## config.mk

```make
export PLATFORM = sky130hd
export DESIGN_NAME = setup_packet_assembler_flat
export DESIGN_NICKNAME = d
export VERILOG_FILES = /design/src/rtl/setup_packet_assembler_if.sv /design/src/rtl/setup_packet_assembler.sv /design/src/flat_wrapper.sv
export SDC_FILE = /design/constraint.sdc
export NUM_CORES = 1
export LEC_CHECK = 0
export ABC_AREA = 1
export BUFFER_PORTS_ARGS = -buffer_cell sky130_fd_sc_hd__clkbuf_2
export CORE_ASPECT_RATIO = 0.6
export CORE_UTILIZATION = 52
export CTS_BUF_LIST = sky130_fd_sc_hd__clkbuf_8
export DETAILED_ROUTE_END_ITERATION = 7
export HOLD_SLACK_MARGIN = 0.15
export PLACE_DENSITY = 0.71
export SYNTH_ARGS = -nofsm -noshare
export SYNTH_HDL_FRONTEND = slang
export SYNTH_SLANG_ARGS = --single-unit
```

## constraint.sdc

```tcl
create_clock -name clk -period 6.8 [get_ports clk]
set_clock_uncertainty 0.2 [all_clocks]
set_input_delay 0 -clock clk [delete_from_list [all_inputs] [get_ports clk]]
set_output_delay 0 -clock clk [all_outputs]
set_load 0.01 [all_outputs]
```

## src/rtl/setup_packet_assembler_if.sv

```systemverilog
// Receive-side byte stream plus delivery port toward the control endpoint block.
// master drives bytes/busy (upstream + control block side), slave is the assembler.
interface setup_packet_assembler_if;
    logic        setup_tok;
    logic [7:0]  rx_byte;
    logic        rx_valid;
    logic        rx_eop;
    logic        busy;
    logic [63:0] data;
    logic        enable;

    modport master (
        output setup_tok, rx_byte, rx_valid, rx_eop, busy,
        input  data, enable
    );

    modport slave (
        input  setup_tok, rx_byte, rx_valid, rx_eop, busy,
        output data, enable
    );
endinterface

```

## src/rtl/setup_packet_assembler.sv

```systemverilog
// Checks a post-SETUP DATA0 packet (PID, length, CRC16) and packs the 8 setup bytes into one word.
// Word strobes 2 clks after eop when busy is low; while busy it waits in a one-deep holding register.
module setup_packet_assembler #(
    parameter int TIMEOUT = 64,
    parameter int CNT_W   = 8
) (
    input  logic                      clk,
    input  logic                      rst,
    setup_packet_assembler_if.slave   bus,
    output logic [CNT_W-1:0]          crc_err_cnt,
    output logic [CNT_W-1:0]          drop_cnt
);

    localparam int              IDLE_W    = (TIMEOUT > 2) ? $clog2(TIMEOUT) : 1;
    localparam logic [IDLE_W-1:0] IDLE_LAST = IDLE_W'(TIMEOUT - 1);
    localparam logic [7:0]      PID_DATA0 = 8'hC3;

    typedef enum logic [2:0] {
        S_IDLE,
        S_ARMED,
        S_DATA,
        S_CHECK,
        S_REJECT
    } state_t;

    state_t             r_state;
    state_t             w_state_nxt;
    logic [3:0]         r_cnt;
    logic [IDLE_W-1:0]  r_idle;
    logic [15:0]        r_crc;
    logic [7:0]         r_pkt [0:9];
    logic [63:0]        r_hold;
    logic               r_pending;
    logic [63:0]        r_data;
    logic               r_enable;
    logic [CNT_W-1:0]   r_crc_err;
    logic [CNT_W-1:0]   r_drop;

    logic               w_accept_pid;
    logic               w_store;
    logic               w_timeout;
    logic               w_latch;
    logic               w_idle_run;
    logic               w_crc_ok;
    logic [15:0]        w_crc_nxt;
    logic [63:0]        w_word;
    logic               w_drop_inc;

    // Reflected CRC16 (0xA001), data bits consumed LSB first.
    function automatic logic [15:0] crc16_upd(input logic [15:0] c, input logic [7:0] d);
        logic [15:0] r;
        r = c;
        for (int i = 0; i < 8; i++) begin
            if (r[0] ^ d[i]) r = (r >> 1) ^ 16'hA001;
            else             r = r >> 1;
        end
        return r;
    endfunction

    assign w_crc_nxt = crc16_upd(r_crc, bus.rx_byte);
    assign w_crc_ok  = (~r_crc == {r_pkt[9], r_pkt[8]});
    assign w_word    = {r_pkt[0], r_pkt[1], r_pkt[3], r_pkt[2],
                        r_pkt[5], r_pkt[4], r_pkt[7], r_pkt[6]};

    always_comb begin
        w_state_nxt  = r_state;
        w_accept_pid = 1'b0;
        w_store      = 1'b0;
        w_timeout    = 1'b0;
        w_latch      = 1'b0;
        case (r_state)
            S_IDLE: begin
                if (bus.setup_tok) w_state_nxt = S_ARMED;
            end
            S_ARMED: begin
                if (bus.setup_tok) begin
                    w_state_nxt = S_ARMED;
                end else if (bus.rx_valid) begin
                    if (bus.rx_byte == PID_DATA0 && !bus.rx_eop) begin
                        w_state_nxt  = S_DATA;
                        w_accept_pid = 1'b1;
                    end else begin
                        w_state_nxt = S_REJECT;
                    end
                end else if (r_idle == IDLE_LAST) begin
                    w_state_nxt = S_IDLE;
                    w_timeout   = 1'b1;
                end
            end
            S_DATA: begin
                if (bus.setup_tok) begin
                    w_state_nxt = S_ARMED;
                end else if (bus.rx_valid) begin
                    if (r_cnt == 4'd10) begin
                        w_state_nxt = S_REJECT;
                    end else begin
                        w_store = 1'b1;
                        if (bus.rx_eop) w_state_nxt = (r_cnt == 4'd9) ? S_CHECK : S_REJECT;
                    end
                end else if (bus.rx_eop) begin
                    w_state_nxt = (r_cnt == 4'd10) ? S_CHECK : S_REJECT;
                end else if (r_idle == IDLE_LAST) begin
                    w_state_nxt = S_IDLE;
                    w_timeout   = 1'b1;
                end
            end
            S_CHECK: begin
                w_latch = w_crc_ok;
                if (!w_crc_ok)          w_state_nxt = S_REJECT;
                else if (bus.setup_tok) w_state_nxt = S_ARMED;
                else                    w_state_nxt = S_IDLE;
            end
            S_REJECT: begin
                w_state_nxt = bus.setup_tok ? S_ARMED : S_IDLE;
            end
            default: w_state_nxt = S_IDLE;
        endcase
    end

    // The gap counter only advances while waiting inside a packet; any byte or restart clears it.
    assign w_idle_run = (r_state == S_ARMED || r_state == S_DATA) && (w_state_nxt == r_state)
                        && !bus.rx_valid && !bus.setup_tok;
    assign w_drop_inc = w_timeout || (w_latch && r_pending && bus.busy);

    always_ff @(posedge clk) begin
        if (rst) begin
            r_state   <= S_IDLE;
            r_cnt     <= 4'd0;
            r_idle    <= '0;
            r_crc     <= 16'hFFFF;
            r_hold    <= 64'd0;
            r_pending <= 1'b0;
            r_data    <= 64'd0;
            r_enable  <= 1'b0;
            r_crc_err <= '0;
            r_drop    <= '0;
        end else begin
            r_state  <= w_state_nxt;
            r_idle   <= w_idle_run ? r_idle + 1'b1 : '0;
            r_enable <= 1'b0;

            if (w_accept_pid) begin
                r_cnt <= 4'd0;
                r_crc <= 16'hFFFF;
            end else if (w_store) begin
                r_cnt <= r_cnt + 4'd1;
                if (r_cnt < 4'd8) r_crc <= w_crc_nxt;
            end

            // A fresh word with nothing pending goes straight out; otherwise the older word wins the slot.
            if (w_latch) begin
                r_hold <= w_word;
                if (r_pending) begin
                    if (!bus.busy) begin
                        r_data   <= r_hold;
                        r_enable <= 1'b1;
                    end
                end else if (!bus.busy) begin
                    r_data   <= w_word;
                    r_enable <= 1'b1;
                end else begin
                    r_pending <= 1'b1;
                end
            end else if (r_pending && !bus.busy) begin
                r_data    <= r_hold;
                r_enable  <= 1'b1;
                r_pending <= 1'b0;
            end

            if (r_state == S_REJECT && r_crc_err != '1) r_crc_err <= r_crc_err + 1'b1;
            if (w_drop_inc && r_drop != '1)             r_drop    <= r_drop + 1'b1;
        end
    end

    always_ff @(posedge clk) begin
        if (w_store) r_pkt[r_cnt] <= bus.rx_byte;
    end

    assign bus.data    = r_data;
    assign bus.enable  = r_enable;
    assign crc_err_cnt = r_crc_err;
    assign drop_cnt    = r_drop;

endmodule

```

## src/flat_wrapper.sv

```systemverilog
// flat-port wrapper written by rule: the top's interface ports become plain ports
module setup_packet_assembler_flat 
#(
    parameter int TIMEOUT = 64,
    parameter int CNT_W   = 8
)
  (clk, rst, crc_err_cnt, drop_cnt, bus_setup_tok, bus_rx_byte, bus_rx_valid, bus_rx_eop, bus_busy, bus_data, bus_enable);
  setup_packet_assembler_if bus_i ();
  input  logic clk;
  input  logic rst;
  output logic [CNT_W-1:0] crc_err_cnt;
  output logic [CNT_W-1:0] drop_cnt;
  input wire logic [$bits(bus_i.setup_tok)-1:0] bus_setup_tok;
  input wire logic [$bits(bus_i.rx_byte)-1:0] bus_rx_byte;
  input wire logic [$bits(bus_i.rx_valid)-1:0] bus_rx_valid;
  input wire logic [$bits(bus_i.rx_eop)-1:0] bus_rx_eop;
  input wire logic [$bits(bus_i.busy)-1:0] bus_busy;
  output wire logic [$bits(bus_i.data)-1:0] bus_data;
  output wire logic [$bits(bus_i.enable)-1:0] bus_enable;
  assign bus_i.setup_tok = bus_setup_tok;
  assign bus_i.rx_byte = bus_rx_byte;
  assign bus_i.rx_valid = bus_rx_valid;
  assign bus_i.rx_eop = bus_rx_eop;
  assign bus_i.busy = bus_busy;
  assign bus_data = bus_i.data;
  assign bus_enable = bus_i.enable;
  setup_packet_assembler #(.TIMEOUT(TIMEOUT), .CNT_W(CNT_W)) u_core (.clk(clk), .rst(rst), .bus(bus_i), .crc_err_cnt(crc_err_cnt), .drop_cnt(drop_cnt));
endmodule
```

==> out/qor.yml <==
status: "complete, no violations"
grt_max_degree: 122
synthTopCellsByArea: "dfxtp_1 31%, edfxtp_1 22%, nand2_1 13%"
grt_antenna_before_repair: 0
path_max_fanout: 78
area_delta_synth_final_pct: 13.7
power.total_w: 0.00290
finalMaxSlewViolations: 0
synth_seq_area_share_pct: 53.1
post-route-period-util_pct: 53.7
p_int_w: 0.00225
period_minus_slack_ns: 3.65
synth_fa_ha_area_share_pct: 0.787
core_area_sq_um: 21000
cts-root-buf: "clkbuf_8"
power.share.clock_pct: 43.2
clockBufferDepth: 3
crit_path_max_incr_delay_ns: 0.85
setup_ws_ns: 3.15
net-switching-power_w: 0.000651
worst_hold_path_type: "flop to flop"
synth_warnings: 0
post-route-util_pct: 60.3
synth_edf_count: 80
cts_tree: "yes"
cap_violations: 0
final.setup.tns_ns: 0
fp.dieW_um: 191
setup_violations: 0
cts_buffers: 39
multiInputGateArea_sq_um: 4320
p_sw_share_pct: 22.4
p_leak_nw: 5.08
dr.pass1.iters: 5
grt_pass1_wl_mm: 41.7
clkTransAtPathRegs_ns: 0.06
final_cells: 1809
cp.arrival_ns: 3.90
synthCells: 1407
cts_max_level: 2
clk_latency_ns: 0.53
gp_congestion: 0.855
yosys.area_share.simple_pct: 18.8
fp-row-count: 41
dp.cells: 1718
path_cells: "inv_1 > nor3_2 > inv_1 > nor2_4 > buf_4 > nand2_1 > o21ai_1 > nand2_1 > a21oi_1"
ir_drop_mv: 0.135
required_ns: 7.05
initial_core_util_pct: 53.0
grtUsageTotal_pct: 23.8
ys.flop_type: "dfxtp_1"
vias_per_cell: 5.18
regArea_sq_um: 5910
io_pins: 95
synth_top_family_by_area: "simple AND/OR/NAND/NOR gates"
syn_area_per_cell_sq_um: 7.91
yosys-top-cells-count: "391 x nand2_1, 175 x dfxtp_1, 160 x o21ai_0, 159 x a21oi_1, 136 x inv_1"
crit_slowest_cell: "nor2_4"
clock-sinks: 255
grt.overflow.total: 0
synthXorXnorAreaFrac_pct: 1.81
drt_drc_violations_left: 0
grt_pass1_vias: 8286
dieArea_sq_um: 22000
synth_area_leader_cell: "dfxtp_1"
nets: 1520
slew_headroom_pct: 28.5
comb_power_share_pct: 2.8
vias: 9378
synthArstFlopShare_pct: 0
synth_compound_area_share_pct: 17.3
drt-total-wl_mm: 26.0
ys_ff_latch: 255
drive_gt1_share_pct: 11.5
cp-end-kind: "flop"
yosys.cell_types.count: 34
crit_path_start_kind: "flop"
pwr-share-seq_pct: 54.0
netlist.area_leader.share_pct: 31.5
antenna_left: 0
power_density_nw_per_um2: 230
fmax_ghz: 0.274
dp_hpwl_mm: 15.7
finalHoldViolCount: 0
yosys-mux-area-fraction_pct: 0
place_ws_ns: 3.25
die_h_um: 115
critPathKind: "flop to flop"
drtIter0Drc: 843
synth_most_common_cell: "nand2_1"
port_buffers: 94
rsz0062_at_grt: "no"
worstMarginPinSlew_ns: 1.07
synth_nets: 1428
avgRoutedWirePerCell_um: 14.4
synth_area_sq_um: 11100
fillCellCount: 1869
n_antenna_cell: 0
## power groups by stage
stage | Combinational, W | Clock [W] | Sequential, W
final | 0.0000811 | 0.00125 | 0.00157
after global routing | 0.0000889 | 0.00135 | 0.00157
after CTS | 0.0000803 | 0.00129 | 0.00157
after detailed placement | 0.0000725 | 0 | 0.00160
after global placement | 0.0000720 | 0 | 0.00160
after floorplan | 0.0000394 | 0 | 0.00160
## worst paths after layout
path / cells past startpoint / endpoint / slack, ns / start
hold / removal: 1 / u_core.r_idle[0] / 0.25 / u_core.r_idle[0]
setup reg to reg: 9 / u_core.bus.data[31] / 3.15 / u_core.r_state[0]
setup / recovery: 9 / u_core.bus.data[31] / 3.15 / u_core.r_state[0]
hold reg to reg: 1 / u_core.r_idle[0] / 0.25 / u_core.r_idle[0]
## critical path: cells and delay by family (launching register included)
family | cells | cell delay (ns)
compound gates | 2 | 0.36
flops | 1 | 0.41
buf+inv | 3 | 1.01
simple gates | 4 | 1.51
## flip-flops by register name, summed over array words and instances (netlist names)
signal	count
u_core.bus.data	64
u_core.bus.enable	1
u_core.crc_err_cnt	8
u_core.drop_cnt	8
u_core.r_cnt	4
u_core.r_crc	16
u_core.r_hold	64
u_core.r_idle	6
u_core.r_pending	1
u_core.r_pkt	80
u_core.r_state	3
## cells in the final DEF (no fill, tap or decap), types with 2 or more instances in the layout
cell and instances:
xor2_1 14, nor2_1 65, o21ai_0 160, o21ai_1 56, a31oi_1 2, ha_1 7, o211ai_1 3, dfxtp_1 175
nor3_2 2, clkbuf_8 50, edfxtp_1 80, clkinv_1 4, nand2_1 391, inv_2 2, buf_4 13, dlygate4sd3_1 19
nor3_1 16, nand3_1 36, clkinv_2 5, nand4_1 5, inv_1 149, xnor2_1 9, clkbuf_2 93, a21oi_1 159
nand2_2 4
## layer usage
layer / part of all wire (%) / track usage, % / vias up
li1: - / - / 4792
met5: 0 / 0 / -
met1: 50 / 35.7 / 4236
met4: 1.5 / 6.29 / 0
met2: 41 / 35.0 / 312
met3: 7.6 / 4.58 / 38
## through the flow
step / hold WS (ns) / instance area [sq um]
floorplan: -0.128 / 11100
global placement: 0.0269 / 11700
detailed placement: 0.0408 / 11700
CTS: 0.250 / 12600
global route: 0.278 / 12600
finish: 0.246 / 12600
## cell type report
cell class                      instances  share of cell area (%)
Multi-Input combinational cell        937                    34.2
Clock inverter                         22                   0.752
Clock buffer                           50                    5.44
Inverter                              140                    4.18
Tap cell                              279                    2.76
Timing Repair Buffer                  126                    6.00
Sequential cell                       255                    46.7
## logic make-up after synthesis
kind of cell,Yosys count
xor gates and xnor gates,23
adders and majority gates,7
and+or+nand+nor,525
AOI/OAI and AO/OA,382
DFF,255
buffers and inverters,215
## repair_timing
item,CTS,global route
hold buffers,19,0
setup buffers,0,0
gates resized for setup,0,0
hold endpoints to repair,167,0
Note: power is estimated with default switching activity, not from simulation.
